**src/rtl/psx_ctrl_pkg.sv**
```systemverilog
// PSX controller shared constants, state encoding and snapshot bundle.
// Reply byte lookup lives here so the top stays a pure sequencer.
package psx_ctrl_pkg;

  localparam logic [7:0] ID_DIGITAL   = 8'h41;
  localparam logic [7:0] ID_ANALOGR   = 8'h73;
  localparam logic [7:0] START_COMM   = 8'h01;
  localparam logic [7:0] DATA_REQUEST = 8'h42;
  localparam logic [7:0] DATA_READY   = 8'h5A;
  localparam logic [7:0] NO_DATA      = 8'hFF;
  localparam logic [7:0] STICK_MID    = 8'h80;

  typedef enum logic [2:0] {
    IDLE,
    SHIFT,
    ACK_WAIT,
    ACK_LOW,
    ABORT
  } state_t;

  typedef struct packed {
    logic        analog;
    logic [15:0] btn;
    logic [7:0]  rjx;
    logic [7:0]  rjy;
    logic [7:0]  ljx;
    logic [7:0]  ljy;
  } snap_t;

  function automatic logic [7:0] reply_byte(
    input snap_t      s,
    input logic [3:0] n
  );
    logic [7:0] r;
    case (n)
      4'd1:    r = NO_DATA;
      4'd2:    r = s.analog ? ID_ANALOGR : ID_DIGITAL;
      4'd3:    r = DATA_READY;
      4'd4:    r = s.btn[7:0];
      4'd5:    r = s.btn[15:8];
      4'd6:    r = s.rjx;
      4'd7:    r = s.rjy;
      4'd8:    r = s.ljx;
      4'd9:    r = s.ljy;
      default: r = NO_DATA;
    endcase
    return r;
  endfunction

  function automatic logic [3:0] last_byte(input snap_t s);
    return s.analog ? 4'd9 : 4'd5;
  endfunction

endpackage

```
**src/rtl/psx_sync_edge.sv**
```systemverilog
// Two-flop synchronizer for one host pin with rise/fall pulses
// taken from the synchronized level.
module psx_sync_edge (
  input  logic clk,
  input  logic rst,
  input  logic d,
  output logic q,
  output logic rise,
  output logic fall
);

  logic s1;
  logic s2;
  logic s3;

  always_ff @(posedge clk) begin
    if (rst) begin
      s1 <= 1'b1;
      s2 <= 1'b1;
      s3 <= 1'b1;
    end else begin
      s1 <= d;
      s2 <= s1;
      s3 <= s2;
    end
  end

  assign q    = s2;
  assign rise = s2 & ~s3;
  assign fall = ~s2 & s3;

endmodule

```
**src/rtl/controller_device.sv**
```systemverilog
// PSX pad device side: byte shifter, ACK timing and poll sequencing.
// Analog pad reporting is built only with CTRL_DEVICE_ANALOG_EN.
module controller_device
  import psx_ctrl_pkg::*;
#(
  parameter int ACK_DLY = 20,
  parameter int ACK_LEN = 40
) (
  input  logic        clk,
  input  logic        rst,
  input  logic        ATT,
  input  logic        c_clk,
  input  logic        COMMAND,
  output logic        DATA,
  output logic        ACK,
  input  logic        analog_mode,
  input  logic [15:0] btn,
  input  logic [7:0]  RJOY_X,
  input  logic [7:0]  RJOY_Y,
  input  logic [7:0]  LJOY_X,
  input  logic [7:0]  LJOY_Y,
  output logic        busy,
  output logic        poll_done
);

  localparam int CNT_MAX = (ACK_DLY > ACK_LEN) ? ACK_DLY : ACK_LEN;
  localparam int CW      = $clog2(CNT_MAX + 1);

  logic att_q, att_rise, att_fall;
  logic ck_q, ck_rise, ck_fall;
  logic cmd_q, cmd_rise, cmd_fall;

  psx_sync_edge u_att (
    .clk (clk),
    .rst (rst),
    .d   (ATT),
    .q   (att_q),
    .rise(att_rise),
    .fall(att_fall)
  );

  psx_sync_edge u_ck (
    .clk (clk),
    .rst (rst),
    .d   (c_clk),
    .q   (ck_q),
    .rise(ck_rise),
    .fall(ck_fall)
  );

  psx_sync_edge u_cmd (
    .clk (clk),
    .rst (rst),
    .d   (COMMAND),
    .q   (cmd_q),
    .rise(cmd_rise),
    .fall(cmd_fall)
  );

  logic unused_sync;
  assign unused_sync = ^{att_rise, ck_q, cmd_rise, cmd_fall};

  state_t        state, state_d;
  logic [3:0]    byte_no, byte_d;
  logic [2:0]    idx, idx_d;
  logic [7:0]    rx, rx_d;
  logic          data_q, data_d;
  logic          done_q, done_d;
  logic [CW-1:0] cnt, cnt_d;
  snap_t         snap, snap_d, cap;

  always_comb begin
    cap.btn = btn;
`ifdef CTRL_DEVICE_ANALOG_EN
    cap.analog = analog_mode;
    cap.rjx    = RJOY_X;
    cap.rjy    = RJOY_Y;
    cap.ljx    = LJOY_X;
    cap.ljy    = LJOY_Y;
`else
    cap.analog = 1'b0;
    cap.rjx    = STICK_MID;
    cap.rjy    = STICK_MID;
    cap.ljx    = STICK_MID;
    cap.ljy    = STICK_MID;
`endif
  end

`ifndef CTRL_DEVICE_ANALOG_EN
  logic unused_inputs;
  assign unused_inputs =
    ^{analog_mode, RJOY_X, RJOY_Y, LJOY_X, LJOY_Y};
`endif

  logic [7:0] cur_byte;
  logic [7:0] byte_in;
  logic       bad_hdr;

  assign cur_byte = reply_byte(snap, byte_no);
  assign byte_in  = {cmd_q, rx[6:0]};
  assign bad_hdr  =
    (byte_no == 4'd1 && byte_in != START_COMM) ||
    (byte_no == 4'd2 && byte_in != DATA_REQUEST);

  always_ff @(posedge clk) begin
    if (rst) begin
      state   <= IDLE;
      byte_no <= 4'd1;
      idx     <= 3'd0;
      rx      <= 8'h00;
      data_q  <= 1'b1;
      done_q  <= 1'b0;
      cnt     <= '0;
      snap    <= '{analog: 1'b0, btn: 16'hFFFF,
                   rjx: STICK_MID, rjy: STICK_MID,
                   ljx: STICK_MID, ljy: STICK_MID};
    end else begin
      state   <= state_d;
      byte_no <= byte_d;
      idx     <= idx_d;
      rx      <= rx_d;
      data_q  <= data_d;
      done_q  <= done_d;
      cnt     <= cnt_d;
      snap    <= snap_d;
    end
  end

  always_comb begin
    state_d = state;
    byte_d  = byte_no;
    idx_d   = idx;
    rx_d    = rx;
    data_d  = data_q;
    done_d  = 1'b0;
    cnt_d   = cnt;
    snap_d  = snap;
    case (state)
      IDLE: begin
        data_d = 1'b1;
        if (att_fall) begin
          state_d = SHIFT;
          byte_d  = 4'd1;
          idx_d   = 3'd0;
          snap_d  = cap;
        end
      end
      SHIFT: begin
        if (ck_fall) data_d = cur_byte[idx];
        if (ck_rise) begin
          rx_d[idx] = cmd_q;
          idx_d     = idx + 3'd1;
          if (idx == 3'd7) begin
            data_d = 1'b1;
            if (byte_no == last_byte(snap)) begin
              state_d = IDLE;
              done_d  = 1'b1;
            end else if (bad_hdr) begin
              state_d = ABORT;
            end else begin
              state_d = ACK_WAIT;
              cnt_d   = '0;
            end
          end
        end
      end
      ACK_WAIT: begin
        cnt_d = cnt + 1'b1;
        if (cnt == CW'(ACK_DLY - 1)) begin
          state_d = ACK_LOW;
          cnt_d   = '0;
        end
      end
      ACK_LOW: begin
        cnt_d = cnt + 1'b1;
        if (cnt == CW'(ACK_LEN - 1)) begin
          state_d = SHIFT;
          byte_d  = byte_no + 4'd1;
          idx_d   = 3'd0;
          cnt_d   = '0;
        end
      end
      ABORT: data_d = 1'b1;
      default: state_d = IDLE;
    endcase
    // host deselect wins over everything else mid-poll
    if (att_q && state != IDLE) begin
      state_d = IDLE;
      data_d  = 1'b1;
      done_d  = 1'b0;
    end
  end

  assign DATA      = data_q;
  assign ACK       = (state != ACK_LOW);
  assign busy      = (state != IDLE);
  assign poll_done = done_q;

endmodule
```
**config.mk**
```make
export PLATFORM = sky130hd
export DESIGN_NAME = controller_device
export DESIGN_NICKNAME = d
export VERILOG_FILES = /design/src/rtl/psx_ctrl_pkg.sv /design/src/rtl/psx_sync_edge.sv /design/src/rtl/controller_device.sv
export SDC_FILE = /design/constraint.sdc
export NUM_CORES = 1
export LEC_CHECK = 0
export ABC_CLOCK_PERIOD_IN_PS = 5300
export CAP_MARGIN = 10
export CORE_AREA = 5 5 93 95
export CTS_BUF_LIST = sky130_fd_sc_hd__clkbuf_16
export DETAILED_ROUTE_END_ITERATION = 10
export DIE_AREA = 0 0 98 100
export SETUP_SLACK_MARGIN = 0.15
export SLEW_MARGIN = 20
export SYNTH_ARGS = -nofsm -noshare
export SYNTH_HDL_FRONTEND = slang
export SYNTH_SLANG_ARGS = --single-unit
```
**constraint.sdc**
```tcl
create_clock -name clk -period 5.3 [get_ports clk]
set_input_delay 1.06 -clock clk [delete_from_list [all_inputs] [get_ports clk]]
set_output_delay 1.06 -clock clk [all_outputs]
set_load 0.1 [all_outputs]
```
# Word level (Yosys, flattened, before mapping)
# Cells that the tools add are included.
[word_totals]
reg_bits = 50
latch_bits = 0
mem_bits_rw = 0
rom_bits = 0
word_cells = 111
n_memories = 0
[op_classes]
addsub = 3
multipliers = 0
n_div = 0
order_cmp = 2
n_eq_ne = 26
shift = 0
n_mux = 33
n_bitwise = 10
n_reduce_logical = 21
[ops]
columns = ["op", "count"]
rows = [
  ["$pmux W8 S5", 1],
  ["$mux W6", 6],
  ["$mux W3", 10],
  ["$pmux W6 S3", 1],
  ["$eq A4 B3 Y1 const B", 4],
  ["$pmux W3 S5", 1],
  ["$ne A2 B2 Y1 const B", 7],
  ["$pmux W3 S3", 1],
  ["$reduce_bool A3 Y1", 3],
  ["$bwmux W8", 1],
  ["$eq A4 B2 Y1 const B", 2],
  ["$eq A4 B4 Y1 const B", 2],
  ["$mux W4", 2],
  ["$ne A8 B1 Y1 const B", 1],
  ["$ne A8 B7 Y1 const B", 1],
  ["$pmux W4 S2", 1],
  ["$not A1 Y1", 7],
  ["$add A6 B1 Y6 const B", 1],
  ["$eq A3 B2 Y1 const B", 2],
  ["$eq A3 B3 Y1 const B", 2],
  ["$eq A6 B5 Y1 const B", 1],
  ["$eq A6 B6 Y1 const B", 1],
  ["$mux W1", 6],
  ["$reduce_and A6 Y1", 1],
  ["22 further kinds", 30],
]

# Depth between registers and ports, before layout
[depth]
ltp_word = 9
ltp_mapped = 8

# Modules after synthesis
# A second synthesis with hierarchy kept.
[hier_totals]
hier_cells = 293
hier_area_um2 = 2543.7
[by_module_without_submodules]
columns = ["module", "n_inst", "cells_each", "area_per_inst_um2", "seq_area_each_um2"]
rows = [
  ["controller_device", 1, 269, 2265.9, 820.8],
  ["psx_sync_edge", 3, 8, 92.6, 60.1],
]

# Worst setup path after synthesis
# No wires, ideal clock.
[synth_timing]
kind = "register -> register"
from = "register state[2]"
to = "register byte_no[3]"
setup_ps = 130
t_arrival_ps = 2528
setup_slack_ps = 2643
stages_incl_launch_ff = 8
n_path_buf = 2
synth_period_minus_slack_ps = 2657
path_cell_list = "dfxtp_1 -> clkbuf_1 -> nand3b_1 -> or4_1 -> clkbuf_1 -> nor2_1 -> xnor2_1 -> nor3_1"
[synth_via]
elab_chain_len = 3
elab_cells_between_ends = 7
[synth_rtl]
columns = ["item", "line", "text"]
rows = [
  ["from (decl)", "controller_device.sv:63", "state_t state, state_d;"],
  ["from (signal assigned)", "controller_device.sv:118", "state <= state_d;"],
  ["$eq A3 B2 Y1 or $logic_not A3 Y1 (tied branches)", "controller_device.sv:138", "case (state)"],
  ["$ne A2 B2 Y1 (no line) or $reduce_bool A2 Y1 (tied branches)", "n/a", ""],
  ["$reduce_and A3 Y1 (no line)", "n/a", ""],
  ["to (signal assigned)", "controller_device.sv:119", "byte_no <= byte_d;"],
  ["to (decl)", "controller_device.sv:64", "logic [3:0] byte_no, byte_d;"],
]
# Parallel ways exist; a longest one is shown, timed or not.
# A chain may end at the register's enable or synchronous reset.

# Worst setup path in the final report
[layout_timing]
from = "register state[0]"
to = "output port busy"
[layout_via]
elab_chain_len = 1
[layout_rtl]
columns = ["item", "line", "text"]
rows = [
  ["$reduce_bool A3 Y1", "controller_device.sv:196", "assign busy = (state != IDLE);"],
  ["to (decl)", "controller_device.sv:22", "output logic busy,"],
]
# No other way between the ends.

==> run summary <==
The number of nets in the synthesized netlist is 361. The buffers plus inverters on the worst setup path came out at 1. Clock-pin slew was measured on the worst setup and hold paths at 0.06 ns. The worst hold path terminates at u_cmd.q.

The worst reg2reg path depth came out at 7. In the layout the commonest cells are sky130_fd_sc_hd__nand2_1, sky130_fd_sc_hd__dfxtp_1, sky130_fd_sc_hd__clkdlybuf4s50_1. The kind of cell with the highest combined delay along the critical path is buffers and inverters. Synthesis produced 300 cells. For this run, the leading register cell type out of synthesis is sky130_fd_sc_hd__dfxtp_1. The net count of the finished layout is 372. The run gives 2 as the total number of H-tree levels. The critical path is of the flop to primary output type. The library cell used most frequently in the layout, excluding fill and tap cells, is sky130_fd_sc_hd__nand2_1. The die is 100 um tall. The summed instance area of the synthesized netlist was 2450 sq um; the synthesis-to-layout area growth was 18.7%.

The beginning of the worst register-to-register path was byte_no[1]. In the global route stage, met1 resource usage came out at 13.7%. The worst register-to-register path has a setup slack of 2.61 ns. The mean area per synthesized cell is 8.17 sq um, and the area of the core is 7650 sq um. In this run, synthesis produced a sequential element count of 49. The via count of the first global-routing pass is 2021, and the number of iterations in the first detailed-routing pass is 4. The die covers 9800 sq um. Summing over every cut layer, the via total after detailed routing is 2089.

Counting flops with a built-in enable in the synthesized netlist gives 0. At the pin with the least slew margin, the transition time is 0.980 ns. Capture point of the worst reg-to-reg path: cnt[4].

Data arrives at the worst endpoint at 2.26 ns. The tools report the startpoint of the most critical setup path as state[0]. Setup repair after global routing left no endpoint under its margin. Using the TritonRoute via totals, the vias-per-cell ratio works out to 5.05. The average wire per cell in the routed design is 12.7 um. The start point of the worst hold path was u_cmd.s1. The final max-slew violation count is 0.

Across the run, the number of max-cap violations was 0. The logs give 0 for the warning count from the yosys run and 406 for the cell total after placement. Along the worst path, the maximum fanout reaches 13.

The number of endpoints failing setup at the final stage is 0, and the buffers inserted during post-CTS setup optimization is 0. Walking the worst path, the cells encountered are or3_1 -> clkdlybuf4s50_1. Of the synthesized area, sequential elements account for 40.0%. The run finished with clean final reports.

Of all flip-flops after synthesis, the portion carrying an async set or reset was 0%. The tightest slew margin relative to the limit is 34.5%, and the share of final-layout standard cells stronger than drive strength 1 is 6.73%. The slowest stage of the critical path belongs to the cell sky130_fd_sc_hd__clkdlybuf4s50_1. Of the post-synthesis cell area, the dominant cell type holds 40.0%. Data on the critical path is required at its endpoint by 4.24 ns. The worst hold-check slack is 0.409 ns. The instance count along the most critical hold path was 1; the total negative slack was 0 ns. The met2 track demand over resource was 19.1%; the maximum number of pins on one net before global-route repair was 36.

The number of gates resized after CTS was 0. The count of cells in the finished layout, fillers not included, comes to 414. Of all cell types, the one taking the most synthesized area is sky130_fd_sc_hd__dfxtp_1. The antenna diode instance count is 0. Global-route congestion overflow total: 0. STA classifies the critical path endpoint as a primary output.

STA classifies the critical path startpoint as a flop. The number of DRC markers in iteration 0 was 135. The first global-routing pass estimated 9.14 mm of wire. The power density of the placed cells came out at 272 nW/um^2. For this run, the slowest stage of the critical path takes 1.16 ns. The global routing stage identified its most utilized layer as met2.

The highest clock frequency the design can meet is 302 MHz. The clock insertion delay at the later pin of the skew report is 0.29 ns, and the maximum number of buffers from clock root to sink is 2. The worst hold path belongs to the class flop to flop.

The worst-case IR drop observed on VDD is 0.000135 V. The wire-length estimate of the detail-placed layout is 3.75 mm. The initial utilization of the core area, before any placement, comes to 32.1%. The count of antenna-violating nets left after detailed routing was 0; the number of clock sinks was 49. The final-report hold violation count is 0. Clock skew on the completed layout was measured at 0.00421 ns. Routability-driven placement finished with a final weighted congestion of 0.792. Hold repair after CTS inserted 0 buffers.

The total design power was 791 uW; the standard-cell row count was 32. The run gives 1.67% as the global routing met3 resource utilization. The post-detailed-routing wire length is 5.25 mm. Counting distinct cell types in the post-synthesis netlist gives 51. The ratio of final minimum period to clock period is 62.6%, and the number of CTS-inserted buffers is 5.

TritonCTS built the clock tree. The leakage power total was 0.00106 uW. The number of port buffers came out at 24. 58 I/O pins were placed.

The DRC violation count after routing is 0, and the utilization after layout is 38.1%. The floorplan step set the die width to 98 um. The cell sitting at the root of the clock tree is a sky130_fd_sc_hd__clkbuf_16. Global router's overall resource usage: 11.1%. In the post-synthesis netlist, the biggest area contributors are sky130_fd_sc_hd__dfxtp_1, sky130_fd_sc_hd__nand2_1, sky130_fd_sc_hd__nand3b_1. After layout, the minimum clock period comes to 3.32 ns. Initial antenna violation count: 0.
-- Yosys cell counts (all sizes together) (2+ instances only) --
| cell type | instances |
|---|---|
| or4b | 2 |
| o21ai | 6 |
| nor4 | 4 |
| nor3 | 10 |
| nor2 | 24 |
| nor4b | 3 |
| a31oi | 5 |
| a22oi | 3 |
| nand4 | 5 |
| a211oi | 8 |
| or4 | 5 |
| nand3 | 6 |
| ha | 7 |
| clkbuf | 19 |
| mux2i | 8 |
| nand2 | 51 |
| buf | 2 |
| or3 | 4 |
| or2 | 9 |
| inv | 7 |
| a21o | 2 |
| nand3b | 17 |
| dfxtp | 49 |
| o211ai | 3 |
| nor3b | 3 |
| nand2b | 4 |
| a21oi | 12 |
-- how the worst max path moves through the flow --
stage / endpoint / slack (ns) / cells after the start
finish: busy / 1.98 / 2
global route: busy / 1.91 / 2
CTS: busy / 2.00 / 2
detailed placement: busy / 2.31 / 2
global placement: busy / 2.32 / 2
floorplan: byte_no[3] / 2.64 / 7
-- state kept, by name (all words and copies together), names as in the netlist --
register	count
u_att.s3	1
u_ck.s3	1
state	3
idx	3
rx	7
u_ck.s1	1
poll_done	1
u_ck.q	1
u_att.s1	1
cnt	6
u_cmd.q	1
DATA	1
u_cmd.s1	1
byte_no	4
u_att.q	1
snap	16
-- cells by family (layout without fill, tap and decap cells) --
| family | Yosys count | count (layout) | share of synthesized area, % |
|---|---|---|---|
| XOR/XNOR | 2 | 2 | 0.714 |
| multiplexers | 9 | 9 | 3.72 |
| flip-flops | 49 | 49 | 40.0 |
| buffers and inverters | 28 | 40 | 4.39 |
| AND/OR/NAND/NOR | 156 | 156 | 34.1 |
| adder cells (fa/ha/maj) | 7 | 7 | 3.57 |
| AO/OA/AOI/OAI | 49 | 49 | 13.5 |
-- power by group --
| group | leakage [uW] | switching (uW) | total [uW] | internal [uW] |
|---|---|---|---|---|
| Combinational | 0.000580 | 26.1 | 54.2 | 28.2 |
| Clock | 0.0000826 | 132 | 351 | 219 |
| Sequential | 0.000399 | 7.04 | 385 | 378 |
| Total | 0.00106 | 165 | 791 | 626 |
-- metal layers --
metal  share of wire [%]  routed length [um]  vias to the layer above
li1                    -                   -                     1087
met1                  49                2570                      965
met2                  47                2470                       30
met3                 2.1                 110                        7
met4                 1.9                 100                        0
met5                   0                   0                        -
-- per-stage QoR --
| stage | instance area [sq um] | setup WS [ns] |
|---|---|---|
| floorplan | 2450 | 2.64 |
| global route | 2910 | 1.91 |
| finish | 2910 | 1.98 |
| detailed placement | 2750 | 2.31 |
| global placement | 2750 | 2.32 |
| CTS | 2910 | 2.00 |
-- area by class of cell --
type,instances,area [sq um]
Clock inverter,3,37.5
Multi-Input combinational cell,223,1370
Clock buffer,5,125
Tap cell,102,128
Inverter,7,26.3
Sequential cell,49,981
Timing Repair Buffer,25,248
Fill cell,781,4740
Power figures use the tool's default switching activity.
